**config.mk**
```make
export PLATFORM = sky130hd
export DESIGN_NAME = serial_twos_receiver
export DESIGN_NICKNAME = d
export VERILOG_FILES = /design/src/rtl/serial_twos_receiver.sv
export SDC_FILE = /design/constraint.sdc
export NUM_CORES = 1
export LEC_CHECK = 0
export CORE_AREA = 4 4 62 64
export CTS_CLUSTER_SIZE = 14
export DETAILED_ROUTE_END_ITERATION = 8
export DIE_AREA = 0 0 66 68
export PLACE_DENSITY = 0.57
export SLEW_MARGIN = 40
export SYNTH_ARGS = -nofsm -noshare
export SYNTH_HDL_FRONTEND = slang
export SYNTH_SLANG_ARGS = --single-unit
```
**constraint.sdc**
```tcl
create_clock -name clk -period 3.8 [get_ports clk]
set_input_delay 0.76 -clock clk [delete_from_list [all_inputs] [get_ports clk]]
set_output_delay 0.76 -clock clk [all_outputs]
set_load 0.05 [all_outputs]
```
**src/rtl/serial_twos_receiver.sv**
```systemverilog
// Serial two's-complement receiver: takes an LSB-first bit stream framed by
// a start strobe, negates it on the fly (copy through the first 1, invert
// after) and presents the result as a parallel word with a valid pulse.
module serial_twos_receiver #(
    parameter int WIDTH = 8
) (
    input  logic             clk,
    input  logic             reset,
    input  logic             bit_en,
    input  logic             Bin,
    input  logic             start,
    output logic [WIDTH-1:0] data_out,
    output logic             data_valid,
    output logic             ovf,
    output logic             frame_err
);

    localparam int CW = (WIDTH > 1) ? $clog2(WIDTH) : 1;
    localparam logic [CW-1:0] LAST = CW'(WIDTH - 1);

    typedef enum logic [1:0] {
        IDLE   = 2'd0,
        COPY   = 2'd1,
        INVERT = 2'd2
    } state_t;

    state_t           state_reg, state_next;
    logic [CW-1:0]    count_reg, count_next;
    logic [WIDTH-1:0] shift_reg, shift_next;
    logic [WIDTH-1:0] data_out_reg, data_out_next;
    logic             valid_reg, valid_next;
    logic             ovf_reg, ovf_next;
    logic             frame_err_reg, frame_err_next;

    // Working signals for the bit being accepted this cycle
    logic             accept;
    logic             first;
    logic             in_copy;
    logic             conv;
    logic [CW-1:0]    idx;
    logic [WIDTH-1:0] shift_base;

    // State, counter, shift register and registered output pulses
    always_ff @(posedge clk or posedge reset) begin
        if (reset) begin
            state_reg     <= IDLE;
            count_reg     <= '0;
            shift_reg     <= '0;
            data_out_reg  <= '0;
            valid_reg     <= 1'b0;
            ovf_reg       <= 1'b0;
            frame_err_reg <= 1'b0;
        end else begin
            state_reg     <= state_next;
            count_reg     <= count_next;
            shift_reg     <= shift_next;
            data_out_reg  <= data_out_next;
            valid_reg     <= valid_next;
            ovf_reg       <= ovf_next;
            frame_err_reg <= frame_err_next;
        end
    end

    // Next-state logic: framing, on-the-fly negation and word completion
    always_comb begin
        state_next     = state_reg;
        count_next     = count_reg;
        shift_next     = shift_reg;
        data_out_next  = data_out_reg;
        valid_next     = 1'b0;
        ovf_next       = 1'b0;
        frame_err_next = 1'b0;
        accept         = 1'b0;
        first          = 1'b0;
        idx            = count_reg;
        shift_base     = shift_reg;

        if (bit_en) begin
            if (start) begin
                // A start always begins a fresh word; mid-word it flags the
                // discarded partial word.
                accept         = 1'b1;
                first          = 1'b1;
                idx            = '0;
                shift_base     = '0;
                frame_err_next = (state_reg != IDLE);
            end else if (state_reg != IDLE) begin
                accept = 1'b1;
            end
        end

        // A starting bit is always treated under the COPY rule
        in_copy = first || (state_reg == COPY);
        conv    = in_copy ? Bin : ~Bin;

        if (accept) begin
            // Right shift with the new bit entering at the MSB, so the LSB
            // that arrived first lands in bit 0 once the word is complete.
            shift_next            = shift_base >> 1;
            shift_next[WIDTH-1]   = conv;

            if (idx == LAST) begin
                data_out_next = shift_next;
                valid_next    = 1'b1;
                // Only 100..0 reaches the MSB still in COPY with a 1
                ovf_next      = in_copy && Bin;
                state_next    = IDLE;
                count_next    = '0;
            end else begin
                state_next = (in_copy && !Bin) ? COPY : INVERT;
                count_next = idx + CW'(1);
            end
        end
    end

    assign data_out   = data_out_reg;
    assign data_valid = valid_reg;
    assign ovf        = ovf_reg;
    assign frame_err  = frame_err_reg;

endmodule

```
==> metrics list, run 1 <==
- The flow ran to the end, and the final reports show no timing, DRC or antenna violations.
- GRT overflow: 0
* Class of the tightest hold or removal check: reg -> reg
- Number of global-route vias before repair: 788
* Most frequent standard cell in the layout excluding fill and tap cells: dfrtp_1
* Register bit count reported by yosys: 23
* Insertion delay to the later sink of the worst-skew pair: 0.30 ns
* Number of setup violations in the final report: 0
- In this run the worst path has a maximum fanout of 24.
- Cell with the biggest individual delay on the critical path: clkdlybuf4s50_1
- The detailed router placed 767 vias in this run.
- Across the run, the number of max-cap violations was 0.
- The analysis attributes to cell leakage a power of between 0.6 and 0.7 nW.
- In this run the standard cell core region covers 3280 sq um.
* Tot GR Track Use: 0.113
- Syn nets: 110
- The cell sitting at the root of the clock tree is a clkbuf_4.
- TNS Setup: 0 ns
* Slowest stage delay, CP: 0.48 ns
- Of the cells placed in the final design, the portion with a size suffix greater than 1 is 0.149.
* Max_slew headroom: 0.666
* Maximum level of the CTS H-tree: 1
- Wires add up to 2220 um.
- For this run, design rule violations remaining after detail routing come to 0.
- Once detail routing completed, the nets flagged for antenna violations numbered 0.
- The register with the most flip-flops in the layout has 8 of them.
- Total power for the finished layout comes to about 0.0008 W.
* Most numerous cell on the critical path: ha_1
- Boundary Pins: 16
* Die span in x: 66 um
- RSZ-0062 raised after global routing: false
- STA classifies the critical path startpoint as a primary input.
- Inst Count DP: 156
- Power per cell area: between 500 and 600 nW/um^2
* Mean routed wirelength per cell: 13.9 um
- The finished cells cover 1420 sq um.
- Fmax: 400 MHz
* Net count, final: 125
- Most frequent cells in the layout: dfrtp_1 (23), clkdlybuf4s50_1 (15), mux2i_1 (6), inv_1 (6), nor2b_1 (6)
- Largest net degree at the start of global routing: 25
* Post-detailed-placement half-perimeter wirelength: 1560 um
* Sequential-to-total area share from yosys stat: 0.470
- The setup path with the least slack is of type in -> reg.
- Number of placement rows: 21
- Layout Utilization: 0.432
* Required time of the worst setup path: 4.00 ns
* Synthesized cell area: 1220 sq um
* Transition time of the tightest slew-check pin: 0.500 ns
- Sink count of the clock tree: 23
* Post-route minimum period: around 2.5 ns
- The worst setup path is captured at a flip-flop.
- Count of placed standard cells in the final layout, fillers left out: 160
- Count of cells resized by post-cts repair: 0
* Post-placement cell area: between 1000 and 1500 sq um
* # Post-CTS Setup Buffers: 0
- CTS buffer count: 3
- Average cell area after synthesis: 12.2 sq um
- Hold repair after CTS inserted 0 buffers.
* Wire length of the first global-routing pass: 3850 um
- The area growth from synthesis to layout is 15.8%.
* Number of buffers and inverters on the critical path: 2
- In this run the vertical extent of the chip is 68 um.
- Data on the critical path arrives at its endpoint at between 2 and 3 ns.
- For the final database, setup skew stands at 0.00373 ns.
* Number of hold violations in the final report: 0
- Cell type group with the largest total delay on the critical path: buffers and inverters
* Count of mapped cells out of synthesis: 100
- The floorplan step defined a die boundary enclosing 4490 sq um.
* Detailed-router iteration count before antenna repair: 4
- Drt via density: 4.79
* Detailed router's first-iteration violation count: between 40 and 50
- Number of max-slew violations in the final report: 0
* Final RePlAce weighted congestion: roughly 0.74
- TritonCTS clock tree: built
- ANT cells: 0
- Across the VDD grid, the largest voltage drop is roughly 0.00011 V.
- For this configuration, the core starts out at a cell density of 0.373.
- Clock transition at the registers of the reported paths: 0.12 ns
- Number of buffers on the longest clock path: 2
- The initial antenna violation count was 0.
* I/O Buffers: 15
* Cell chain of the critical path: clkdlybuf4s50_1 -> buf_4 -> a21oi_1 -> ha_1 -> ha_1 -> o311ai_2 -> mux2_2
* Count of different cell masters after synthesis: 31
* Part of the cycle the worst path needs: 0.658
* Count of warnings emitted by yosys: 0
[path summary, 6_finish.rpt]
kind,from,endpoint,slack (ns),cells after the start
max,start,data_out[7]$_DFFE_PP0P_,1.30,7
min,data_out[1]$_DFFE_PP0P_,data_out[1]$_DFFE_PP0P_,0.50,1
max reg2reg,state_reg[0]$_DFFE_PP0P_,shift_reg[7]$_DFFE_PP0P_,2.08,4
min reg2reg,data_out[1]$_DFFE_PP0P_,data_out[1]$_DFFE_PP0P_,0.50,1
max in group asynchronous,reset,data_out[7]$_DFFE_PP0P_,2.69,2
min in group asynchronous,reset,data_out[3]$_DFFE_PP0P_,0.78,2
[kinds of logic (layout without fill, tap and decap cells)]
logic type,count (synthesis),in the layout,synth area share
simple gates,20,20,0.105
fa+ha+maj,5,5,0.0511
buf+inv,14,28,0.0665
compound gates,28,28,0.212
mux,10,10,0.0951
flops,23,23,0.470
[cells in the mapped netlist (all sizes together)]
cell | number | area share
a22oi | 1 | 0.0061
buf | 6 | 0.042
clkbuf | 1 | 0.0031
and2 | 3 | 0.015
nand2 | 3 | 0.0092
nor2b | 6 | 0.031
a21bo | 7 | 0.057
inv | 7 | 0.021
o21ai | 1 | 0.0041
o211a | 1 | 0.0082
o311ai | 1 | 0.013
mux2i | 6 | 0.049
nor3 | 1 | 0.0041
or3b | 1 | 0.0072
o31ai | 1 | 0.017
dfrtp | 23 | 0.47
o21a | 1 | 0.0061
o32ai | 1 | 0.0072
o22ai | 1 | 0.0051
nor2 | 1 | 0.0031
a211o | 5 | 0.036
mux2 | 4 | 0.046
a32o | 2 | 0.016
ha | 5 | 0.051
nor4b | 5 | 0.036
a21boi | 5 | 0.031
a21oi | 1 | 0.0041
[report_power, final]
| group | total [W] | switching (W) | internal [W] | leakage (nW) |
|---|---|---|---|---|
| clock network | 0.000109 | 0.0000682 | 0.0000408 | 0.0150 |
| logic | 0.000363 | 0.000200 | 0.000163 | 0.324 |
| registers | 0.000349 | 0.0000461 | 0.000303 | 0.285 |
| total | 0.000821 | 0.000314 | 0.000507 | 0.624 |
[layer usage]
layer | up-vias | global-route usage | wire length [um]
met5 | - | 0 | 0
met4 | 0 | 0.0533 | 33
met3 | 2 | 0.0131 | 74
li1 | 385 | - | -
met1 | 371 | 0.168 | 1130
met2 | 9 | 0.163 | 986
[final cells by class]
type                       count  area (sq um)
inverter                       7          26.3
fill                         324          1870
timing repair buffer          17           165
multi-input combinational     63           567
sequential                    23           576
tap                           46          57.6
clock buffer                   4          26.3
[metrics by stage]
step                worst slack (ns)  hold WS [ns]
floorplan                       1.48         0.473
global placement                1.01         0.488
detailed placement             0.980         0.480
CTS                             1.30         0.509
global route                    1.21         0.544
finish                          1.30         0.503
[worst register-to-register path: stages, from the launching register on]
cell,delay (ns)
dfrtp_1,0.65
inv_1,0.11
o21ai_0,0.26
ha_1,0.32
mux2_4,0.28
(Power assumes the default switching activity.)
==> run 2: changes to the inputs <==
--- a/config.mk
+++ b/config.mk
@@ -9,7 +9,7 @@
 export CTS_CLUSTER_SIZE = 14
 export DETAILED_ROUTE_END_ITERATION = 8
 export DIE_AREA = 0 0 66 68
-export PLACE_DENSITY = 0.57
+export PLACE_DENSITY = 0.59
 export SLEW_MARGIN = 40
 export SYNTH_ARGS = -nofsm -noshare
 export SYNTH_HDL_FRONTEND = slang
==> constraint.sdc (replaced) <==
create_clock -name clk -period 2.3 [get_ports clk]
set_input_delay 0.46 -clock clk [delete_from_list [all_inputs] [get_ports clk]]
set_output_delay 0.46 -clock clk [all_outputs]
set_load 0.05 [all_outputs]
==> run 2 against run 1 <==
- utilization rose by 0.69 points
- largest cell class unchanged
- register-to-register slack got worse by 1.5 ns
- routed wire length grew 7.4%
- sequential power rose by 66%
- first-iteration DRC count up 38%
- via count is 5.6% higher
- die area stayed put
- clock-buffer cell count is the same
- cell area is 1.6% higher
- largest power group unchanged
- combinational power is 67% higher
==> metrics list, run 2 (same netlist as run 1, synthesis figures left out) <==
* Outcome: complete, no violations
* Inst Count DP: approximately 160
* Most frequent standard cell in the layout excluding fill and tap cells: dfrtp_1
* Post-detailed-placement half-perimeter wirelength: 1640 um
- Antenna Violating Nets Remaining: 0
- The floorplan step defined a die boundary enclosing 4490 sq um.
- Detailed-router iteration count before antenna repair: 4
* CP max FO: 7
- In this design, the critical path's most frequently occurring cell is ha_1.
- Fmax: 503 MHz
- In this run the register-to-register setup slack is about 0.58 ns.
- Final wirelength: 2380 um
- After clock tree synthesis, the repair step resized 0 gates.
- Max reg flops: 8
* Startpoint of the lowest-slack register-to-register path: state_reg[0]$_DFFE_PP0P_
- Layout Utilization: 0.438
- Leaving out filler cells and counting taps, the final layout contains 163.
* Arr. time, crit path: 2.19 ns
* Largest net degree at the start of global routing: 24
- Clock power share: 0.139
- Vias: 810
- Routability-driven placement finished with a final weighted congestion of 0.718.
- Crit Reg-Reg Endpoint: shift_reg[7]$_DFFE_PP0P_
- Across all hold checks on the routed design, the worst slack comes to 0.471 ns.
* Insertion delay to the later sink of the worst-skew pair: 0.31 ns
- The critical path goes through clkdlybuf4s50_1 -> nand2_1 -> and2_1 -> ha_1 -> ha_1 -> o211a_2 -> a32o_1.
- Count of maximum capacitance violations: 0
- Number of hold violations in the final report: 0
- Tot GR Track Use: 0.121
* Internal power summed over all cells: 0.000843 W
* Number of cells on the worst reg-to-reg path: 4
* Worst IR drop on VDD: 0.000192 V
- Setup violations remaining at the end of the flow were counted as 0.
- Core Footprint: 3280 sq um
- Of the total power, the share spent switching nets is 0.387.
* Share of layout cells above drive strength 1: 0.162
- Class of the tightest hold or removal check: in -> async
- Kind of critical path: in -> reg
- In this run the tool buffered the top-level ports with 15 buffer cells.
- Number of buffers on the longest clock path: 2
- Power per cell area: about 950 nW/um^2
- After clock tree synthesis, the clock-pin slew on the worst setup and hold paths is between 0.1 and 0.15 ns.
- Max_slew headroom: 0.664
- After detailed routing, the number of vias per cell comes to 4.97.
- From synthesis to final layout, the design area changed by 17.7%.
- The filler cells instantiated in the layout total approximately 320.
- TritonCTS built the clock tree.
- Combinational cell fraction of total power: 0.441
* Die span in x: 66 um
* Antenna violations before repair: 0
- The number of clock buffers added by TritonCTS is 3.
- Dividing the detail-routed wire length by the instance count gives 14.6 um.
* Post-route minimum period: around 2.0 ns
* Final setup skew: 0.0110 ns
- Cell with the biggest individual delay on the critical path: clkdlybuf4s50_1
- The final max-slew violation count is 0.
- At the pin with the least slew margin, the transition time is 0.503 ns.
- STA classifies the critical path startpoint as a primary input.
* DRC violation count after routing: 0
- In this run the vertical extent of the chip is 68 um.
* Maximum level of the CTS H-tree: 1
- GRT overflow: 0
- Static leakage: between 0.6 and 0.7 nW
- Wire length of the first global-routing pass: 4110 um
- The first routing iteration left between 50 and 60 violations.
* ANT cells: 0
- Switching power of the nets: around 0.00053 W
* Starting density of the core: 0.373
- Sequential share of power: 0.420
- Slowest stage delay, CP: 0.54 ns
- Crit end category: flip-flop
- Part of the cycle the worst path needs: 0.864
- CTS Root Buffer Type: clkbuf_4
* Most frequent cells in the layout: dfrtp_1 (23), clkdlybuf4s50_1 (15), inv_1 (7), mux2i_1 (6), nor2b_1 (6)
- Data on the critical path is required at its endpoint by 2.50 ns.
* # Post-CTS Setup Buffers: 0
- Boundary Pins: 16
- Setup repair after global routing left no endpoint under its margin.
- Number of global-route vias before repair: 801
- After floorplanning, the core was divided into 21 placement rows.
- CTS saw 23 sinks.
* TNS Setup: 0 ns
* Net count, final: 128
* Count of hold buffers inserted by post-cts repair: 0
run 2: power groups by stage:
stage                     sequential [W]  combinational [W]  clock, W
after floorplan                 0.000738           0.000284         0
after global placement          0.000583           0.000607         0
after detailed placement        0.000585           0.000611         0
after CTS                       0.000578           0.000613  0.000199
after global routing            0.000591           0.000650  0.000219
final                           0.000578           0.000606  0.000191
run 2: how the worst max path moves through the flow:
stage | start | to | slack (ns) | depth (start not counted)
final | start | data_out[1]$_DFFE_PP0P_ | 0.31 | 7
after global routing | start | state_reg[1]$_DFFE_PP0P_ | 0.22 | 7
after CTS | data_out[7]$_DFFE_PP0P_ | data_out[7] | 0.31 | 1
after detailed placement | start | data_out[1]$_DFFE_PP0P_ | -0.0004 | 7
after global placement | start | state_reg[1]$_DFFE_PP0P_ | 0.04 | 7
after floorplan | bit_en | data_out[7]$_DFFE_PP0P_ | 0.28 | 7
run 2: area by class of cell:
cell class	count	area [sq um]	area share
timing repair buffer	20	188	0.130
clock buffer	4	26.3	0.0182
tap	46	57.6	0.0400
sequential	23	576	0.400
multi-input combinational	63	567	0.394
inverter	7	26.3	0.0182
run 2: layer usage:
| layer | share of wire | vias up | routed length, um | global-route usage |
|---|---|---|---|---|
| li1 | - | 394 | - | - |
| met1 | 0.47 | 400 | 1120 | 0.165 |
| met2 | 0.49 | 12 | 1170 | 0.191 |
| met3 | 0.024 | 4 | 58 | 0.0197 |
| met4 | 0.016 | 0 | 38 | 0.0533 |
| met5 | 0 | - | 0 | 0 |
run 2: critical path, delay by kind of cell:
kind	cells	cell delay, ns
compound gates	2	0.46
fa+ha+maj	2	0.45
buf+inv	1	0.54
simple gates	2	0.28
run 2: per-stage QoR:
stage               total power [W]  area (sq um)  setup WS (ns)
floorplan                   0.00102          1220          0.275
global placement            0.00119          1410         0.0404
detailed placement          0.00120          1410      -0.000393
CTS                         0.00139          1440          0.309
global route                0.00146          1440          0.224
finish                      0.00137          1440          0.313
